`config.mk`:
```
export PLATFORM = sky130hd
export DESIGN_NAME = shape_processor_access_arbiter
export DESIGN_NICKNAME = d
export VERILOG_FILES = /design/src/rtl/shape_processor_arb_pkg.sv /design/src/rtl/shape_processor_modeling.sv /design/src/rtl/rr_arbiter.sv /design/src/rtl/shape_processor_access_arbiter.sv
export SDC_FILE = /design/constraint.sdc
export NUM_CORES = 1
export LEC_CHECK = 0
export ABC_CLOCK_PERIOD_IN_PS = 3500
export CAP_MARGIN = 20
export CORE_ASPECT_RATIO = 0.6
export CORE_UTILIZATION = 36
export DETAILED_ROUTE_END_ITERATION = 8
export GPL_ROUTABILITY_DRIVEN = 0
export PLACE_DENSITY_LB_ADDON = 0.12
export RECOVER_POWER = 25
export SETUP_SLACK_MARGIN = 0.3
export SYNTH_ARGS = -nofsm -noshare
export SYNTH_HDL_FRONTEND = slang
export SYNTH_SLANG_ARGS = --single-unit
```
`constraint.sdc`:
```
create_clock -name clk -period 3.5 [get_ports clk]
set_clock_uncertainty 0.05 [all_clocks]
set_input_delay 0.7 -clock clk [delete_from_list [all_inputs] [get_ports clk]]
set_output_delay 0.7 -clock clk [all_outputs]
set_load 0.03 [all_outputs]
```
`src/rtl/shape_processor_arb_pkg.sv`:
```
// Status and FSM state types for shape_processor_access_arbiter.
package shape_processor_arb_pkg;

   typedef enum logic [1:0] {
      ARB_OK       = 2'd0,
      ARB_REJECTED = 2'd1,
      ARB_MISMATCH = 2'd2
   } arb_status_e;

   typedef enum logic [2:0] {
      ST_IDLE,
      ST_GRANT,
      ST_WRITE,
      ST_ERR,
      ST_READ,
      ST_CHECK,
      ST_RESP
   } arb_state_e;

endpackage

```
`src/rtl/shape_processor_modeling.sv`:
```
// Control-SFR layout and KEEP encodings of the shape processor, shared by its bus clients.
package shape_processor_modeling;

   typedef struct packed {
      logic [23:0] reserved;
      logic [3:0]  operation;
      logic [3:0]  shape;
   } ctrl_sfr_reg;

   localparam logic [3:0] KEEP_SHAPE     = 4'hF;
   localparam logic [3:0] KEEP_OPERATION = 4'hF;

endpackage

```
`src/rtl/rr_arbiter.sv`:
```
// Combinational round-robin pick: first asserted request strictly after ptr, cyclic.
module rr_arbiter #(
   parameter int unsigned NUM_REQ = 4,
   parameter int unsigned IDX_W   = $clog2(NUM_REQ)
) (
   input  logic [NUM_REQ-1:0] req,
   input  logic [IDX_W-1:0]   ptr,
   output logic [NUM_REQ-1:0] grant,
   output logic [IDX_W-1:0]   grant_idx,
   output logic               grant_any
);

   always_comb begin
      int unsigned cand;
      cand      = 0;
      grant     = '0;
      grant_idx = '0;
      grant_any = 1'b0;
      // Offset NUM_REQ lands back on ptr itself, so it only wins when it is the sole requester.
      for (int unsigned off = 1; off <= NUM_REQ; off++) begin
         cand = (32'(ptr) + off) % NUM_REQ;
         if (!grant_any && req[IDX_W'(cand)]) begin
            grant[IDX_W'(cand)] = 1'b1;
            grant_idx           = IDX_W'(cand);
            grant_any           = 1'b1;
         end
      end
   end

endmodule

```
`src/rtl/shape_processor_access_arbiter.sv`:
```
// Round-robin owner of the shape processor control-SFR bus; one write transaction per grant.
// Define SHAPE_PROCESSOR_ARB_READBACK_EN to add SFR readback and MISMATCH reporting.
module shape_processor_access_arbiter
   import shape_processor_arb_pkg::*;
   import shape_processor_modeling::*;
#(
   parameter int unsigned NUM_REQ = 4
) (
   input  logic                   clk,
   input  logic                   rst_n,
   input  logic [NUM_REQ-1:0]     req_valid,
   input  logic [NUM_REQ*32-1:0]  req_data,
   output logic [NUM_REQ-1:0]     req_ready,
   output logic [NUM_REQ-1:0]     rsp_valid,
   output logic [1:0]             rsp_status,
   output logic                   write,
   output logic [31:0]            write_data,
   output logic                   read,
   input  logic [31:0]            read_data,
   input  logic                   error
);

   localparam int unsigned IDX_W = $clog2(NUM_REQ);

   arb_state_e         state_q, state_d;
   arb_status_e        status_q, status_d;
   logic [IDX_W-1:0]   ptr_q, win_q, arb_idx;
   logic [NUM_REQ-1:0] arb_grant;
   logic               arb_any;
   logic [31:0]        sel_data;
   ctrl_sfr_reg        data_q;

   rr_arbiter #(
      .NUM_REQ (NUM_REQ),
      .IDX_W   (IDX_W)
   ) u_rr_arbiter (
      .req       (req_valid),
      .ptr       (ptr_q),
      .grant     (arb_grant),
      .grant_idx (arb_idx),
      .grant_any (arb_any)
   );

   always_comb begin
      sel_data = '0;
      for (int unsigned i = 0; i < NUM_REQ; i++) begin
         if (arb_grant[i]) sel_data = sel_data | req_data[32*i +: 32];
      end
   end

`ifdef SHAPE_PROCESSOR_ARB_READBACK_EN
   ctrl_sfr_reg rb_view;
   logic        rb_mismatch;
   logic        unused_rb_reserved;

   assign rb_view            = read_data;
   assign unused_rb_reserved = ^rb_view.reserved;
   // KEEP fields leave the SFR untouched, so they cannot be expected to read back.
   assign rb_mismatch = ((data_q.shape != KEEP_SHAPE) && (rb_view.shape != data_q.shape)) ||
                        ((data_q.operation != KEEP_OPERATION) && (rb_view.operation != data_q.operation));
`else
   logic unused_read_data;
   assign unused_read_data = ^read_data;
`endif

   always_ff @(posedge clk or negedge rst_n) begin
      if (!rst_n) begin
         state_q  <= ST_IDLE;
         status_q <= ARB_OK;
         ptr_q    <= IDX_W'(NUM_REQ - 1);
         win_q    <= '0;
         data_q   <= '0;
      end else begin
         state_q  <= state_d;
         status_q <= status_d;
         if (state_q == ST_IDLE && arb_any) begin
            win_q  <= arb_idx;
            data_q <= sel_data;
         end
         if (state_q == ST_GRANT) ptr_q <= win_q;
      end
   end

   always_comb begin
      state_d    = state_q;
      status_d   = status_q;
      req_ready  = '0;
      rsp_valid  = '0;
      rsp_status = 2'd0;
      write      = 1'b0;
      write_data = '0;
      read       = 1'b0;
      case (state_q)
         ST_IDLE: begin
            if (arb_any) state_d = ST_GRANT;
         end
         ST_GRANT: begin
            req_ready[win_q] = 1'b1;
            state_d          = ST_WRITE;
         end
         ST_WRITE: begin
            write      = 1'b1;
            write_data = data_q;
            state_d    = ST_ERR;
         end
         ST_ERR: begin
            if (error) begin
               status_d = ARB_REJECTED;
               state_d  = ST_RESP;
            end else begin
`ifdef SHAPE_PROCESSOR_ARB_READBACK_EN
               state_d  = ST_READ;
`else
               status_d = ARB_OK;
               state_d  = ST_RESP;
`endif
            end
         end
`ifdef SHAPE_PROCESSOR_ARB_READBACK_EN
         ST_READ: begin
            read    = 1'b1;
            state_d = ST_CHECK;
         end
         ST_CHECK: begin
            status_d = rb_mismatch ? ARB_MISMATCH : ARB_OK;
            state_d  = ST_RESP;
         end
`endif
         ST_RESP: begin
            rsp_valid[win_q] = 1'b1;
            rsp_status       = status_q;
            state_d          = ST_IDLE;
         end
         default: state_d = ST_IDLE;
      endcase
   end

endmodule

```
==> results of run 1 <==
## kinds of logic after synthesis
logic type / after synthesis / synth area share [%]
simple gates: 143 / 21.60
compound gates: 126 / 33.12
buf+inv: 41 / 7.226
flops: 40 / 32.20
fa+ha+maj: 8 / 3.212
mux: 5 / 2.529
other cells: 1 / 0.1203
## timing repair
item / CTS / global route
gates resized for setup: 0 / 1
hold buffers: 0 / 0
setup endpoints to repair: 0 / 12
## cell usage in the layout (no fill, tap or decap), drive strengths merged, types with 2 or more instances in the layout
cell and n:
a21o 2, clkdlybuf4s50 173, nor2b 2, a221oi 34, dfstp 2, o21ai 9
nor3 4, and2 32, mux4 2, nor3b 4, ha 8, a222oi 32
nand2b 3, conb 2, nor2 49, mux2 3, a31oi 31, o41ai 3
buf 17, a221o 2, and3b 3, dfrtp 38, a21boi 2, inv 4
a21oi 3, nand2 44, clkbuf 8, a22o 3
## worst max path at each step
stage,endpoint,cells after the start
after floorplan,data_q[20],11
after global placement,data_q[0],6
after detailed placement,data_q[4],6
after global routing,data_q[1],6
final,data_q[1],8
after CTS,data_q[11],6
## critical path: stages
cell and delay [ps]:
sky130_fd_sc_hd__clkdlybuf4s50_1 590, sky130_fd_sc_hd__mux4_2 640, sky130_fd_sc_hd__nand2_1 110, sky130_fd_sc_hd__o21ai_1 60, sky130_fd_sc_hd__a221o_2 330, sky130_fd_sc_hd__buf_12 180
sky130_fd_sc_hd__a222oi_1 440, sky130_fd_sc_hd__a31oi_1 140
## power groups by stage
stage / combinational (W) / sequential [W] / clock, W
final: 0.00357 / 0.000851 / 0.000555
after floorplan: 0.00233 / 0.000829 / 0
after detailed placement: 0.00355 / 0.000857 / 0
after global placement: 0.00349 / 0.000847 / 0
after global routing: 0.00386 / 0.000886 / 0.000585
after CTS: 0.00356 / 0.000851 / 0.000564
## cell type report
class	count	area, sq um
Fill cell	685	2927
Timing Repair Buffer	193	1936
Multi-Input combinational cell	284	1934
Sequential cell	40	1003
Clock buffer	7	152.6
Tap cell	108	135.1
Clock inverter	1	30.03
Inverter	4	15.01
## flip-flops by register name, indices dropped and copies added, names as in the netlist
name	count
data_q	32
ptr_q	2
state_q	3
status_q	1
win_q	2
## layer usage
| layer | vias to the layer above | track usage [%] | share of wire (%) |
|---|---|---|---|
| li1 | 1760 | - | - |
| met1 | 1778 | 34.89 | 43 |
| met2 | 227 | 42.50 | 46 |
| met3 | 10 | 5.752 | 10 |
| met4 | 0 | 6.504 | 0.99 |
| met5 | - | 0 | 0 |
## synth_stat cells, types with 2 or more instances
| master | number | area, sq um |
|---|---|---|
| sky130_fd_sc_hd__a21boi_1 | 2 | 15.01 |
| sky130_fd_sc_hd__a21o_1 | 2 | 15.01 |
| sky130_fd_sc_hd__a21oi_1 | 3 | 15.01 |
| sky130_fd_sc_hd__a221oi_1 | 34 | 297.8 |
| sky130_fd_sc_hd__a222oi_1 | 32 | 320.3 |
| sky130_fd_sc_hd__a22o_1 | 3 | 26.28 |
| sky130_fd_sc_hd__a31oi_1 | 31 | 193.9 |
| sky130_fd_sc_hd__and2_1 | 32 | 200.2 |
| sky130_fd_sc_hd__and3b_1 | 3 | 26.28 |
| sky130_fd_sc_hd__buf_2 | 12 | 60.06 |
| sky130_fd_sc_hd__buf_4 | 3 | 22.52 |
| sky130_fd_sc_hd__buf_6 | 6 | 67.56 |
| sky130_fd_sc_hd__clkbuf_1 | 16 | 60.06 |
| sky130_fd_sc_hd__dfrtp_1 | 38 | 950.9 |
| sky130_fd_sc_hd__dfstp_2 | 2 | 52.55 |
| sky130_fd_sc_hd__ha_1 | 8 | 100.1 |
| sky130_fd_sc_hd__inv_1 | 3 | 11.26 |
| sky130_fd_sc_hd__mux2_2 | 2 | 22.52 |
| sky130_fd_sc_hd__mux4_2 | 2 | 45.04 |
| sky130_fd_sc_hd__nand2_1 | 44 | 165.2 |
| sky130_fd_sc_hd__nand2b_1 | 3 | 18.77 |
| sky130_fd_sc_hd__nor2_1 | 49 | 183.9 |
| sky130_fd_sc_hd__nor2b_1 | 2 | 12.51 |
| sky130_fd_sc_hd__nor3_1 | 4 | 20.02 |
| sky130_fd_sc_hd__nor3b_1 | 4 | 30.03 |
| sky130_fd_sc_hd__o21ai_0 | 3 | 15.01 |
| sky130_fd_sc_hd__o21ai_1 | 6 | 30.03 |
| sky130_fd_sc_hd__o41ai_1 | 2 | 17.52 |
## per-stage QoR
stage          util, %  std cells  area, sq um  setup slack [ps]
2_1_floorplan        -        365         3120             659.8
3_3_place_gp     61.75        629         5022             134.6
3_5_place_dp     61.75        629         5022             112.2
4_1_cts          64.00        637         5205             414.4
5_1_grt          64.02        637         5206             285.9
6_report         64.02        637         5206             384.4
==> impl_summary.md, run 1 <==
Placement
The half-perimeter wire length after placement is around 8500 microns. The count of buffers from port buffering is 176.

Power
Sequential cells account for 17.1% of the total power. Dividing total power by cell area gives a power density of roughly 960 nW/um^2. The fraction of power consumed by combinational cells is 71.8%.

The leakage power is 1.981 nW. The total power draw is 0.004976 W. The switching share of total power is 46.93%. Per report_power, the clock group accounts for ~11% of the total. The peak ir drop on the vdd network is roughly 0.52 mV. The cell-internal power is 0.002641 W. The analysis attributes to net switching a power of roughly 0.0023 W.

Global routing
The number of global-route vias before repair came to 3580. The initial antenna violation count is 0. The global-route wire length before repair is roughly 18000 microns. Summed over all layers, the global routing overflow is 0. Entering global routing, the biggest net connects 41 pins. Global routing consumed, over all layers together, 25.88% of the routing resources.

Logic synthesis
Counting flops with an async set or reset pin after synthesis yields a share of 100.0%. In this run, synthesis produced a sequential element count of 40. For this run, the leading register cell type out of synthesis is sky130_fd_sc_hd__dfrtp_1. For this run, the number of Yosys warnings is 0. The proportion of synthesized chip area in sequential cells is 32.20%. In this run the cell area of the synthesized design comes to 3117 sq um. Each instance of the synthesized netlist takes up on average 8.562 sq um. Yosys mapped the design onto between 40 and 50 distinct sky130hd cell types.

Counting flops with a built-in enable in the synthesized netlist gives 0. The gate count after technology mapping is between 300 and 400.

Detailed routing
Once detail routing completed, the nets flagged for antenna violations numbered 0. The wire length per cell is 18.86 microns. In the routed layout, each cell is associated on average with a via count of 5.926.

The total number of vias is about 3800. The detailed router's first-iteration violation count is 365. Wires add up to 12010 microns. The DRC violation count after routing is 0. For this run, the detailed router's first-pass iteration total came to 6.

Cells and area
Of the cells placed in the final design, the portion with a size suffix greater than 1 is 7.750%. The number of antenna diodes is 0. The number of nets in the final layout is 703. From synthesis to final layout, the design area changed by 67.04%.

Clocking
The number of buffers inserted during clock tree synthesis is 5. TritonCTS built the clock tree. The number of H-tree levels is 2. The post-CTS setup buffer count is 0. The CTS clock-pin slew for the worst setup and hold paths is around 60 ps. The clock reaches the later pin of the worst-skew pair after 270 ps. Counting every sink on the clock net gives 40. The master cell of the clock root buffer is sky130_fd_sc_hd__clkbuf_16. The longest clock path from root to sink contains 2 buffers.

STA
For the pin with the worst max-slew slack, the measured transition is approximately 2300 ps. Setup violations remaining at the end of the flow were counted as 0. The headroom to the max-slew limit is -52.19%. The final max-slew violation count is 41. The minimum clock period after layout is 3116 ps.

The total negative slack for setup checks is 0 ps. Static timing analysis puts the maximum clock frequency at roughly 320 MHz. Setup repair after global routing could not meet its margin everywhere. The final hold violation count is 0. The tightest hold path in the finished design has a slack of between 400 and 500 ps.

The part of the cycle the worst path needs is 89.02%.

Worst hold path
For hold timing, the worst endpoint is status_q[0]. Along the worst hold path, the cell count comes to 1. In this run the most critical hold path is launched from status_q[0]. The path type of the worst min-delay path is flip-flop to flip-flop.

Die
The die height is 74.08 microns. The I/O pin count is about 210. From left edge to right edge, the die measures 122.1 microns. The die covers 9046 sq um. The number of cell rows is 25. For this configuration, the core starts out at a cell density of 38.32%. The area inside the core boundary is 8133 sq um.

Worst setup path
The critical path start-end classification is input port to flip-flop. The critical path starts at req_valid[2]. The worst register-to-register path has a depth of 9. The launch point of the worst reg-to-reg path is ptr_q[1]. STA classifies the critical path startpoint as an input port. The reg2reg setup slack is 570 ps. Along the worst path, the maximum fanout reaches 32. The required time of the worst setup path is 3590 ps. Data arrives at the worst endpoint at 3210 ps.

The endpoint class of the critical path is a flip-flop. The endpoint of the most critical register-to-register path is data_q[1].

Outcome
The checks that failed: capacitance limit, slew limit. The run finished, with violations left.

Run
The max-cap violation count is 1.
Note: power is estimated with default switching activity, not from simulation.
==> run 2: changes to the inputs <==
--- a/config.mk
+++ b/config.mk
@@ -8,6 +8,8 @@
 export ABC_CLOCK_PERIOD_IN_PS = 3500
 export CAP_MARGIN = 20
+export CELL_PAD_IN_SITES_DETAIL_PLACEMENT = 2
+export CELL_PAD_IN_SITES_GLOBAL_PLACEMENT = 2
 export CORE_ASPECT_RATIO = 0.6
-export CORE_UTILIZATION = 36
+export CORE_UTILIZATION = 19
 export DETAILED_ROUTE_END_ITERATION = 8
 export GPL_ROUTABILITY_DRIVEN = 0
--- a/constraint.sdc
+++ b/constraint.sdc
@@ -3,3 +3,3 @@
 set_input_delay 0.7 -clock clk [delete_from_list [all_inputs] [get_ports clk]]
 set_output_delay 0.7 -clock clk [all_outputs]
-set_load 0.03 [all_outputs]
+set_load 0.1 [all_outputs]
==> run 2 against run 1 <==
The run still ends with capacitance limit, slew limit left. Register-to-register slack worse by 130 ps. First-iteration DRC count down 32%. Largest cell class is now multi-input combinational cells. Final cell count up 17%. Non-clock buffer count up 11. Critical endpoint is now data_q[2]. Maximum frequency up 1.8%. Worst hold slack worse by 7.7 ps. Wire length up 40%. Setup slack better by 56 ps. Sequential share of layout area down 0.68 points. Global-route usage down 6.0 points. Sequential cell count unchanged. Die area up 87%.
==> impl_summary.md, run 2 (synthesis gave the netlist of run 1 again) <==
Outcome
The run finished, with violations left. The checks that failed: capacitance limit, slew limit.

Power
The analysis attributes to cell leakage a power of around 2.2 nW. IR analysis of the VDD net gives a maximum drop of around 0.30 mV. The ratio of total power to cell area is 1220 nW/um^2.

Worst setup path
Measured in cells, the most critical reg-to-reg path has a length of 7. Data on the critical path is required at its endpoint by around 3700 ps. Traced cell by cell, the critical path runs through inv_1 -> ha_2 -> mux4_2 -> buf_12 -> o21ai_2 -> a222oi_1 -> a31oi_1. The worst register-to-register path ends at data_q[2]. For this design, the slowest cell found on the critical path is sky130_fd_sc_hd__o21ai_2. The worst setup path is captured at a flip-flop. In this design, the stage delay of the slowest critical-path cell is 840 ps. The arrival time of data at the critical path endpoint is ~3200 ps.

The sort of element at the start of the critical path is a flip-flop. The reg2reg setup slack is 440 ps. The critical path is of the flip-flop to flip-flop type. The number of buffers and inverters on the critical path is 2. The cell family contributing the most delay on the critical path is compound AO/OA/AOI/OAI gates. The launch point of the worst reg-to-reg path is ptr_q[1]. Of all nets on the critical path, the largest fanout is 16.

Clocking
After clock tree synthesis, the clock-pin slew on the worst setup and hold paths is 60 ps. The number of buffers inserted during clock tree synthesis is 5. The master cell of the clock root buffer is sky130_fd_sc_hd__clkbuf_16. The number of H-tree levels is 2.

The clock insertion delay at the later pin of the skew report is approximately 280 ps. Clock tree synthesis found a total of 40 sinks. The TritonCTS clock tree is built. The number of buffers between clock root and the deepest sink is 2.

The post-cts hold buffer count is 0.

Global routing
Entering global routing, the biggest net connects a little over 40 pins. The final global-route overflow total is 0. The total routing resource utilization after global routing is 19.86%. The initial antenna violation count is 1. The global-route wire length before repair is 25560 microns. The number of global-route vias before repair is roughly 4300.

Cells and area
In the final layout, the multi-input gates occupy between 1500 and 2000 sq um. The largest register by flop count is data_q. Compared with the post-synthesis result, the final layout area differs by 73.18%.

The number of antenna diodes in the final layout is 0. The register with the most flip-flops in the layout has 32 of them. The register cell area after layout is 1003 sq um. In the layout the commonest cells are sky130_fd_sc_hd__clkdlybuf4s50_1 (129), sky130_fd_sc_hd__buf_4 (64), sky130_fd_sc_hd__nor2_1 (49). Of the cells placed in the final design, the portion with a size suffix greater than 1 is 18.11%. For this run, the post-layout net count is 715.

The filler cell count is 1753. The largest registers in the layout are data_q x32, state_q x3. The commonest non-fill, non-tap cell in the layout is sky130_fd_sc_hd__clkdlybuf4s50_1.

Detailed routing
The detailed router placed 3951 vias in this run. Summed over all layers, the routed wires come to 16820 microns. After detailed routing, the average wire length per cell comes to 22.60 microns. The number of antenna-violating nets in the routed design is 0.

The first TritonRoute pass finished after 6 iterations. The DRC violation count after routing is 0. After the first detailed-routing iteration, the DRC count stood at 247. Dividing the detail-routed via count by the number of cells gives between 5 and 6.

Die
The floorplan has 35 rows. The horizontal extent of the die is 167.3 microns. The initial utilization of the core area, before any placement, comes to 19.88%.

Pin placement for this block handled 211 I/O pins. The total area inside the core boundary comes to between 15000 and 20000 sq um. The die height is 101.2 microns. The area of the die is 16940 sq um.

Worst hold path
The worst hold path terminates at status_q[0]. In this run the most critical hold path is launched from status_q[0]. Along the worst hold path, the cell count comes to 1. The path type of the worst min-delay path is flip-flop to flip-flop.

Placement
Buffers placed on the I/O ports in this run total 176. The HPWL after detailed placement is between 10000 and 15000 microns.

STA
The worst hold slack is approximately 440 ps. The maximum operating frequency is approximately 330 MHz. The transition time of the tightest slew-check pin is ~1800 ps. The part of the cycle the worst path needs is around 87%. The headroom to the max-slew limit is -20.91%. The final max-slew violation count came to 29. The total of endpoints with negative setup slack in the final report is 0. Summed over all failing endpoints, the final setup total negative slack is 0 ps. Setup repair after global routing left no endpoint under its margin. The final hold violation count is 0. The worst path needs just over 3000 ps of the cycle, external delays included.

Run
The max-cap violation count is 1.
run 2: per-stage QoR:
stage	setup WS [ps]	cells	power, W	area, sq um	utilization, %
after CTS	322.0	740	0.006592	5356	34.17
after global routing	327.4	744	0.006951	5398	34.43
after global placement	-53.38	728	0.005662	5071	32.35
final	440.4	744	0.006585	5398	34.43
after floorplan	450.9	365	0.004345	3132	-
after detailed placement	13.61	729	0.005746	5099	32.52
run 2: where the power goes:
group          internal, W  switching [W]  leakage [nW]
registers         0.000718       0.000152         0.453
clock network     0.000482       0.000216         0.104
logic              0.00156        0.00346          1.60
run 2: metal layers:
metal / wire, microns / GRT usage (%)
met5: 13 / 0
met4: 209 / 5.222
met3: 963 / 4.689
met2: 7480 / 31.67
met1: 8148 / 27.04
run 2: worst max-delay path by stage:
stage	from	end	slack, ps	depth (start not counted)
2_1_floorplan	state_q[1]	req_ready[2]	450	3
3_3_place_gp	req_valid[1]	data_q[21]	-50	8
3_5_place_dp	req_valid[1]	data_q[4]	10	8
4_1_cts	req_valid[0]	data_q[4]	320	8
5_1_grt	ptr_q[1]	data_q[4]	330	9
6_report	ptr_q[1]	data_q[2]	440	7
run 2: what timing repair did:
action / 4_1_cts / 5_1_grt
gates cloned: 1 / 0
pin swaps: 1 / 0
gates resized for setup: 2 / 5
buffers inserted: 2 / 3
setup endpoints to repair: 2 / 29
run 2: cell type report:
cell class              instances  area share [%]
clock inverters                 3           1.669
multi-input cells             285           36.62
well taps                     203           4.706
inverters                       4          0.2782
clock buffers                   5           2.318
flip-flops and latches         40           18.59
repair buffers                204           35.81
==> run 3: changes to the inputs <==
CTS_CLUSTER_DIAMETER = 50   (was not set)
HOLD_SLACK_MARGIN = 0.15   (was not set)
==> results of run 3 <==
Same layout as run 2: the final DEF is identical, and so are final timing and power.
